[src/rtl/serial_input_fifo.sv]
// Serial-to-parallel sensor input stage: assembles DATA_WIDTH-bit words from a
// qualified bitstream and queues them in a DEPTH-entry FIFO with overflow flag.
module serial_input_fifo #(
  parameter int unsigned DATA_WIDTH = 8,
  parameter int unsigned DEPTH      = 4,
  parameter int unsigned LSB_FIRST  = 0
) (
  input  logic                    clk,
  input  logic                    reset,
  input  logic                    sensor_data,
  input  logic                    sensor_valid,
  input  logic                    data_processed,
  input  logic                    flush,
  output logic [DATA_WIDTH-1:0]   data_output,
  output logic                    data_ready,
  output logic [$clog2(DEPTH):0]  count,
  output logic                    overflow
);

  localparam int unsigned PTR_W = $clog2(DEPTH);
  localparam int unsigned CNT_W = PTR_W + 1;
  localparam int unsigned BIT_W = $clog2(DATA_WIDTH);
  localparam logic [BIT_W-1:0] LAST_BIT = BIT_W'(DATA_WIDTH - 1);
  localparam logic [CNT_W-1:0] FULL_CNT = CNT_W'(DEPTH);

  logic [DATA_WIDTH-1:0] shift_reg;
  logic [DATA_WIDTH-1:0] shift_next;
  logic [BIT_W-1:0]      bit_cnt;
  logic [DATA_WIDTH-1:0] mem [DEPTH];
  logic [PTR_W-1:0]      wr_ptr;
  logic [PTR_W-1:0]      rd_ptr;
  logic [CNT_W-1:0]      count_next;
  logic                  clear;
  logic                  word_done;
  logic                  full;
  logic                  pop;
  logic                  push;
  logic                  drop;

  // Push/pop decisions; a pop on a full FIFO frees the slot the push lands in.
  always_comb begin
    shift_next = (LSB_FIRST != 0) ? {sensor_data, shift_reg[DATA_WIDTH-1:1]}
                                  : {shift_reg[DATA_WIDTH-2:0], sensor_data};
    clear      = reset | flush;
    word_done  = sensor_valid & (bit_cnt == LAST_BIT);
    full       = (count == FULL_CNT);
    pop        = data_ready & data_processed;
    push       = word_done & (~full | pop);
    drop       = word_done & full & ~pop;
    count_next = count;
    case ({push, pop})
      2'b10:   count_next = count + CNT_W'(1);
      2'b01:   count_next = count - CNT_W'(1);
      default: count_next = count;
    endcase
  end

  // Assembly, pointers, occupancy and sticky overflow.
  always_ff @(posedge clk) begin
    if (clear) begin
      shift_reg  <= '0;
      bit_cnt    <= '0;
      wr_ptr     <= '0;
      rd_ptr     <= '0;
      count      <= '0;
      data_ready <= 1'b0;
      overflow   <= 1'b0;
    end else begin
      if (sensor_valid) begin
        shift_reg <= shift_next;
        bit_cnt   <= word_done ? '0 : bit_cnt + BIT_W'(1);
      end
      if (push) wr_ptr <= wr_ptr + PTR_W'(1);
      if (pop)  rd_ptr <= rd_ptr + PTR_W'(1);
      count      <= count_next;
      data_ready <= (count_next != '0);
      if (drop) overflow <= 1'b1;
    end
  end

  // Storage needs no reset: the head is gated whenever the FIFO is empty.
  always_ff @(posedge clk) begin
    if (push && !clear) mem[wr_ptr] <= shift_next;
  end

  assign data_output = (count != '0) ? mem[rd_ptr] : '0;

endmodule

[config.mk]
export PLATFORM = sky130hd
export DESIGN_NAME = serial_input_fifo
export DESIGN_NICKNAME = d
export VERILOG_FILES = /design/src/rtl/serial_input_fifo.sv
export SDC_FILE = /design/constraint.sdc
export NUM_CORES = 1
export LEC_CHECK = 0
export ABC_AREA = 1
export BUFFER_PORTS_ARGS = -buffer_cell sky130_fd_sc_hd__buf_2
export CAP_MARGIN = 20
export CORE_MARGIN = 2
export CORE_UTILIZATION = 61
export CTS_BUF_LIST = sky130_fd_sc_hd__clkbuf_8
export DETAILED_ROUTE_END_ITERATION = 16
export GPL_ROUTABILITY_DRIVEN = 0
export PLACE_DENSITY = 0.92
export RECOVER_POWER = 25
export SLEW_MARGIN = 10
export SYNTH_ARGS = -nofsm -noshare
export SYNTH_HDL_FRONTEND = slang
export SYNTH_SLANG_ARGS = --single-unit
[constraint.sdc]
create_clock -name clk -period 2.2 [get_ports clk]
set_clock_uncertainty 0.2 [all_clocks]
set_input_delay 0.11 -clock clk [delete_from_list [all_inputs] [get_ports clk]]
set_output_delay 0.11 -clock clk [all_outputs]
set_load 0.05 [all_outputs]
==> impl_metrics.json, run 1 <==
{
  "layout.nets": 254,
  "synthAdderAreaFrac": 0.0436,
  "tightest_slew_ps": 608,
  "vias": 1501,
  "die_x_um": 63.8,
  "power_density_nw_per_um2": 731,
  "layoutNonFillerInstCount": 288,
  "critPathMaxFanout": 8,
  "drv_cap": 0,
  "rsz0062_at_grt": "false",
  "grt_max_degree": 17,
  "ys_types": 24,
  "finalCriticalPeriod_ps": 1990,
  "wl_per_cell_um": 13.8,
  "std_cell_rows": 21,
  "grt_first_pass_wirelength_um": 6560,
  "drt_iter0_markers": 86,
  "synth_top_cell_area_share": 0.440,
  "synth_area_leader_cell": "edfxtp_1",
  "regArea_um2": 1380,
  "synthesis.area_um2": 2180,
  "max_freq_mhz": 503,
  "leakage_nw": 0.970,
  "drc": 0,
  "synth_xor_area_frac": 0.00401,
  "clockBufferDepth": 2,
  "synth-main-ff-cell": "edfxtp_1",
  "cts_setup_buffers": 0,
  "hold_depth": 5,
  "coreArea_um2": 3390,
  "antenna_cells": 0,
  "grt-ovfl-total": 0,
  "vias_per_cell": 5.21,
  "clock_latency_ps": 310,
  "final_common_cell": "nor2_1",
  "synth_compound_area_frac": 0.0946,
  "syn_to_final_growth_pct": 15.2,
  "relSlewSlack": 0.592,
  "die_area_um2": 4070,
  "grt_pass1_vias": 1455,
  "synthMuxAreaShare": 0,
  "syn_nets": 228,
  "whs_ps": 79.9,
  "ant_nets": 0,
  "hold_viol_final": 0,
  "grt_use_total": 0.215,
  "cts_root_buffer": "clkbuf_8",
  "largest_reg_flops": 32,
  "synth-simple-area-share": 0.179,
  "synth.ff_latch_count": 53,
  "wl_um": 3970,
  "seq_area_frac_synth": 0.633,
  "fillers": 237,
  "drive_gt1_frac": 0.190,
  "synth_cells": 215,
  "cp-start-kind": "register",
  "ir_drop_v": 0.000489,
  "holdCritPathClass": "input port to register",
  "required_ps": 2000,
  "ys_async_sr_fraction": 0,
  "yosys_warnings": 0,
  "min_from": "flush",
  "ioPinCount": 19,
  "layout_common_cells": "nor2_1 (41), nand2_1 (32), edfxtp_1 (32), a21oi_1 (20), dfxtp_1 (20)",
  "finalSetupViolCount": 0,
  "synth_edf_count": 32,
  "outcome": "finished clean",
  "numCtsBuffers": 5,
  "synth_top_family_by_area": "simple AND/OR/NAND/NOR gates",
  "drt_pre_antenna_iters": 4,
  "end_kind": "register",
  "multiInputGateArea_um2": 721,
  "die_y_um": 63.8,
  "path_class": "register to register",
  "synthTopCellsByArea": "edfxtp_1 (44%), dfxtp_1 (19%), nor2_1 (7.0%)",
  "hpwl_um": 2660,
  "dp.cells": 276,
  "final-max-slew-violation-count": 0,
  "startpoint": "bit_cnt[0]",
  "path_clk_slew_ps": 100,
  "htree_levels": 2,
  "initial_core_util": 0.644,
  "cts.sinks": 53,
  "min_period_over_period": 0.904,
  "antenna_found_initial": 0,
  "port_buffers": 18,
  "avgSynthCellArea_um2": 10.2,
  "reg2regPathDepth": 7,
  "cts_tree": "yes",
  "tns_ps": 0,
  "r2r_start": "bit_cnt[0]",
  "critical_path_arrival_ps": 1790
}
## report_power, final
part	switching [W]	internal [W]
logic	0.0000185	0.0000140
registers	0.00000217	0.00104
clock network	0.000310	0.000452
total	0.000330	0.00151
## cell type report
cell class                 instances  share of cell area
clock buffer                       5              0.0273
sequential                        53               0.549
inverter                          18              0.0273
tap                               46              0.0229
multi-input combinational        138               0.286
timing repair buffer              25              0.0607
clock inverter                     3              0.0259
## critical path: stages (launching register included)
cell and delay (ps):
dfxtp_1 370, ha_1 160, ha_1 170, nand2_2 80, clkinv_2 90, o21ai_2 80, or2_4 290, nor2_4 230
## routing by layer
| metal | vias up | wire (um) | GRT usage |
|---|---|---|---|
| met5 | - | 0 | 0 |
| met4 | 0 | 68 | 0.114 |
| met3 | 7 | 200 | 0.0511 |
| met2 | 37 | 2060 | 0.354 |
| met1 | 699 | 1640 | 0.262 |
| li1 | 758 | - | - |
## path summary, 6_finish.rpt
check                           slack, ps   endpoint
worst min register to register        280   overflow
worst max register to register        210  mem[3][3]
worst min-delay path                   80   count[1]
worst max-delay path                  210  mem[3][3]
## repair_timing
| action | 4_1_cts | 5_1_grt |
|---|---|---|
| setup endpoints to repair | 0 | 37 |
| hold buffers | 4 | 0 |
| gates resized for setup | 0 | 5 |
| endpoints found under the hold margin | 15 | 0 |
## synth_stat cells (3+ instances only)
master,n
nor2_1,41
nand2_2,3
inv_1,14
dfxtp_1,21
ha_1,6
o21ai_0,6
nand2_1,32
a21oi_1,20
edfxtp_1,32
o21ai_1,12
buf_2,5
inv_2,3
nand3_1,5
nor2_2,5
## logic make-up after synthesis
group | count (synthesis)
AND/OR/NAND/NOR | 90
flip-flops | 53
AO/OA/AOI/OAI | 40
buffers and inverters | 24
adder cells (fa/ha/maj) | 7
XOR/XNOR | 1
## metrics by stage
step,setup slack [ps],cell area (um2),utilization,power [W]
floorplan,120,2180,-,0.00108
global placement,180,2320,0.685,0.00109
detailed placement,116,2320,0.685,0.00109
CTS,76.1,2490,0.736,0.00184
global route,90.4,2520,0.742,0.00188
finish,211,2520,0.742,0.00184
Note: power is estimated with default switching activity, not from simulation.
==> run 2: changes to the inputs <==
Settings changed: CORE_ASPECT_RATIO from default to 0.9.
==> run 2 against run 1 <==
Global-route usage hardly changed. Worst setup slack worse by 130 ps. Maximum frequency down 6.2%. Final cell count shrank 1.4%. Clock-buffer cell count stayed put. Clock power down 18%. Worst hold slack improved by 31 ps. Power is 7.5% lower. Combinational power fell by 3%. Via count is 0.13% lower. Sequential power is essentially flat. Register-to-register slack worse by 130 ps. Critical path type unchanged. Critical endpoint is now mem[1][7]. Highest routed layer unchanged.
==> impl_metrics.json, run 2 (synthesis gave the netlist of run 1 again) <==
{
  "end_kind": "register",
  "hpwl_um": 2770,
  "power_density_nw_per_um2": 693,
  "worstReg2RegEnd": "mem[1][7]",
  "path_class": "register to register",
  "die_y_um": 60.8,
  "max_freq_mhz": 472,
  "grt_max_degree": 18,
  "drive_gt1_frac": 0.179,
  "port_buffers": 18,
  "comb_power_share": 0.018,
  "cts_root_buffer": "clkbuf_8",
  "cp-start-kind": "register",
  "finalSetupViolCount": 0,
  "outcome": "finished clean",
  "grt-ovfl-total": 0,
  "finalInstanceArea_um2": 2460,
  "wl_per_cell_um": 14.0,
  "grt_first_pass_wirelength_um": 6190,
  "regArea_um2": 1380,
  "clock_latency_ps": 300,
  "vias": 1499,
  "fin_ws_ps": 79.9,
  "reg2regPathDepth": 7,
  "min_from": "flush",
  "critical_path_arrival_ps": 1870,
  "r2r_start": "bit_cnt[0]",
  "initial_core_util": 0.642,
  "rsz0062_at_grt": "false",
  "finalCriticalPeriod_ps": 2120,
  "htree_levels": 2,
  "grt_use_total": 0.215,
  "final-max-slew-violation-count": 0,
  "netSwitchingFraction": 0.182,
  "p_int_w": 0.00139,
  "tightest_slew_ps": 571,
  "vias_per_cell": 5.28,
  "drv_cap": 0,
  "ir_drop_v": 0.000474,
  "cts_setup_buffers": 0,
  "r2r_slack_ps": 80,
  "die_area_um2": 4070,
  "whs_ps": 110,
  "fillers": 245,
  "drt_pre_antenna_iters": 4,
  "drc": 0,
  "clock_power_share": 0.367,
  "seqPwrFrac": 0.614,
  "layout.nets": 252,
  "dp.cells": 272,
  "antenna_cells": 0,
  "layoutNonFillerInstCount": 284,
  "multiInputGateArea_um2": 701,
  "hold_path_end": "overflow",
  "leakage_nw": 0.950,
  "tns_ps": 0,
  "std_cell_rows": 20,
  "layout_common_cells": "nor2_1 (41), nand2_1 (32), edfxtp_1 (32), a21oi_1 (20), dfxtp_1 (20)",
  "placed_area_um2": 2300,
  "ant_nets": 0,
  "numCtsBuffers": 5,
  "grt_pass1_vias": 1394,
  "wl_um": 3980,
  "preCtsSetupSlack_ps": 123,
  "relSlewSlack": 0.617,
  "holdCritPathClass": "input port to register",
  "drt_iter0_markers": 72,
  "hold_depth": 5,
  "coreArea_um2": 3400,
  "switchingPower_w": 0.000309,
  "syn_to_final_growth_pct": 12.5,
  "critPathMaxFanout": 8,
  "ioPinCount": 19,
  "required_ps": 1950,
  "die_x_um": 67.1,
  "hold_viol_final": 0,
  "min_period_over_period": 0.964,
  "cts.sinks": 53,
  "path_clk_slew_ps": 90,
  "cts_tree": "yes",
  "largest_reg_flops": 32,
  "antenna_found_initial": 0,
  "final_common_cell": "nor2_1",
  "clockBufferDepth": 2
}
-- run 2: changes by cell type in the layout (fill, tap and decap cells not counted), sizes merged --
cell / before / now
bufinv: 2 / 1
buf: 21 / 19
inv: 17 / 18
-- run 2: area by class of cell --
cell class	instances	share of cell area
Clock buffer	5	0.0280
Clock inverter	3	0.0173
Inverter	18	0.0280
Multi-Input combinational cell	138	0.285
Sequential cell	53	0.563
Tap cell	44	0.0224
Timing Repair Buffer	23	0.0560
-- run 2: per-stage QoR --
step           utilization  total power, W
2_1_floorplan            -         0.00108
3_3_place_gp         0.677         0.00109
3_5_place_dp         0.677         0.00109
4_1_cts              0.721         0.00171
5_1_grt              0.722         0.00176
6_report             0.722         0.00170
-- run 2: per-layer routing --
layer  GRT usage  routed length, um  vias to the layer above
met5           0                  0                        -
met4      0.0904                 63                        0
met3      0.0501                205                        7
met2       0.369               1980                       46
met1       0.266               1730                      691
li1            -                  -                      755
-- run 2: timing repair --
action / 4_1_cts / 5_1_grt
endpoints found under the hold margin: 20 / 0
endpoints found under the setup margin: 0 / 8
gates resized for setup: 0 / 1
hold buffers: 4 / 0
-- run 2: power groups by stage --
stage	Clock (W)	Combinational (W)	Sequential (W)
after floorplan	0	0.0000144	0.00107
after global placement	0	0.0000244	0.00107
after detailed placement	0	0.0000253	0.00107
after CTS	0.000636	0.0000312	0.00105
after global routing	0.000678	0.0000354	0.00105
final	0.000625	0.0000314	0.00105
-- run 2: worst max path at each step --
stage / to / cells after the start / from
2_1_floorplan: mem[0][0] / 5 / data_ready
3_3_place_gp: mem[0][2] / 7 / bit_cnt[0]
3_5_place_dp: mem[1][6] / 7 / bit_cnt[0]
4_1_cts: data_output[4] / 4 / register
5_1_grt: mem[1][4] / 7 / bit_cnt[0]
6_report: mem[1][7] / 7 / bit_cnt[0]
-- run 2: worst max-delay path: stages, from the launching register on --
cell and delay [ps]:
dfxtp_1 360, ha_1 160, ha_1 170, nand2_2 100
clkinv_2 100, o21ai_2 90, or2_4 270, nor2_2 340
==> run 3: changes to the inputs <==
Clock period 2.2 ns to 2.1 ns, I/O delays scaled along.
==> run 3 against run 2 <==
Combinational power about the same. Clock power is 15% lower. Clock-buffer cell count is the same. Register-to-register slack got worse by 40 ps. Power decreased by 2.6%. Worst setup slack got worse by 44 ps. Critical endpoint is now mem[0][3]. First-iteration DRC count fell by 8.3%. Via count decreased by 0.60%. Die area did not move. Routed wire length decreased by 9.3%. Critical path type unchanged. Critical path depth stayed put. Sequential cell count is the same.
==> impl_metrics.json, run 3 (synthesis gave the netlist of run 1 again) <==
{
  "layout.nets": 255,
  "antenna_found_initial": 0,
  "r2r_slack_ps": 40,
  "htree_levels": 2,
  "grt_pass1_vias": 1262,
  "antenna_cells": 0,
  "std_cell_rows": 20,
  "largest_reg_flops": 32,
  "die_y_um": 60.8,
  "grt_use_total": 0.197,
  "wl_per_cell_um": 12.6,
  "end_kind": "register",
  "tns_ps": 0,
  "critPathMaxFanout": 8,
  "wl_um": 3610,
  "critical_path_arrival_ps": 1830,
  "switchingPower_w": 0.000321,
  "drive_gt1_frac": 0.189,
  "ir_drop_v": 0.000516,
  "cts.sinks": 53,
  "vias_per_cell": 5.19,
  "met3_length_um": 223,
  "hpwl_um": 2590,
  "rsz0062_at_grt": "true",
  "die_area_um2": 4070,
  "drv_cap": 0,
  "p_int_w": 0.00134,
  "hold_viol_final": 0,
  "max_freq_mhz": 484,
  "final-max-slew-violation-count": 0,
  "min_period_over_period": 0.983,
  "cts_root_buffer": "clkbuf_8",
  "drt_pre_antenna_iters": 4,
  "finalPower_w": 0.00166,
  "ioPinCount": 19,
  "reg2regPathDepth": 7,
  "r2r_start": "bit_cnt[0]",
  "numCtsBuffers": 5,
  "finalCriticalPeriod_ps": 2060,
  "outcome": "finished clean",
  "netSwitchingFraction": 0.194,
  "dr.max_layer_used": "met4",
  "seqPwrFrac": 0.661,
  "layout_common_cells": "nor2_1 (41), nand2_1 (32), edfxtp_1 (32), a21oi_1 (20), dfxtp_1 (20)",
  "grt_first_pass_wirelength_um": 5650,
  "worstReg2RegEnd": "mem[0][3]",
  "holdCritPathClass": "input port to register",
  "met2WireLength_um": 1810,
  "min_from": "reset",
  "clockBufferDepth": 2,
  "clock_power_share": 0.320,
  "path_class": "register to register",
  "grt-ovfl-total": 0,
  "required_ps": 1860,
  "final_common_cell": "nor2_1",
  "syn_to_final_growth_pct": 12.7,
  "port_buffers": 18,
  "path_clk_slew_ps": 90,
  "grt_max_degree": 18,
  "leakage_nw": 0.947,
  "ant_nets": 0,
  "clock_latency_ps": 300,
  "met1Wirelength_um": 1540,
  "cts_tree": "yes",
  "fillers": 225,
  "finalSetupViolCount": 0,
  "drc": 0,
  "drt_iter0_markers": 66,
  "vias": 1490,
  "tightest_slew_ps": 611,
  "coreArea_um2": 3400,
  "die_x_um": 67.1,
  "comb_power_share": 0.019,
  "hold_depth": 5,
  "hold_path_end": "count[1]",
  "power_density_nw_per_um2": 674,
  "relSlewSlack": 0.591,
  "initial_core_util": 0.642,
  "cp-start-kind": "register"
}
==> run 3: cell count changes in the layout (fill, tap and decap cells not counted) <==
| cell | before | now |
|---|---|---|
| buf_4 | 1 | 4 |
| clkinvlp_4 | 0 | 2 |
| bufinv_16 | 1 | 0 |
| clkinv_4 | 1 | 0 |
| nor2_2 | 5 | 4 |
| nor2_4 | 0 | 1 |
==> run 3: layout make-up <==
cell class,instances,area [um2],area share
clock buffer,5,68.8,0.0280
clock inverter,3,18.8,0.00763
multi-input combinational,138,706,0.287
timing repair buffer,26,160,0.0651
sequential,53,1380,0.562
inverter,18,68.8,0.0280
tap,44,55.1,0.0224
==> run 3: critical path: stages, from the launching register on <==
cell      delay, ps
dfxtp_1         360
ha_1            160
ha_1            170
nand2_2          90
clkinv_2         90
o21ai_2          80
or2_4           270
nor2_2          310
==> run 3: metrics by stage <==
step | area, um2 | hold WS [ps] | instances | util | worst slack, ps
CTS | 2450 | 75.1 | 286 | 0.719 | 16.7
global placement | 2320 | 161 | 274 | 0.681 | 101
finish | 2460 | 82.1 | 287 | 0.723 | 35.8
floorplan | 2180 | 3.87 | 215 | - | 20.0
global route | 2460 | 114 | 287 | 0.723 | -86.8
detailed placement | 2320 | 161 | 274 | 0.681 | 31.1
==> run 3: how the worst max path moves through the flow <==
| stage | startpoint | end | slack [ps] | cells after the start |
|---|---|---|---|---|
| global route | bit_cnt[0] | mem[1][3] | -90 | 7 |
| global placement | bit_cnt[0] | mem[3][6] | 100 | 7 |
| finish | bit_cnt[0] | mem[0][3] | 40 | 7 |
| detailed placement | bit_cnt[0] | mem[3][3] | 30 | 7 |
| floorplan | data_ready | mem[0][0] | 20 | 5 |
| CTS | bit_cnt[0] | mem[3][6] | 20 | 7 |
==> run 3: power by group through the flow <==
| stage | clock, W | combinational (W) | sequential (W) |
|---|---|---|---|
| 2_1_floorplan | 0 | 0.0000151 | 0.00112 |
| 3_3_place_gp | 0 | 0.0000255 | 0.00112 |
| 3_5_place_dp | 0 | 0.0000258 | 0.00112 |
| 4_1_cts | 0.000547 | 0.0000318 | 0.00109 |
| 5_1_grt | 0.000585 | 0.0000357 | 0.00110 |
| 6_report | 0.000531 | 0.0000316 | 0.00109 |
==> run 3: metal layers <==
metal	track usage	up-vias
met5	0	-
met4	0.0845	0
met3	0.0519	8
met2	0.337	59
met1	0.240	657
li1	-	766
==> run 3: what timing repair did <==
item                                    4_1_cts  5_1_grt
hold buffers                                  4        0
setup buffers                                 0        1
endpoints found under the hold margin        20        0
gates resized for setup                       0        2
endpoints found under the setup margin        0       27
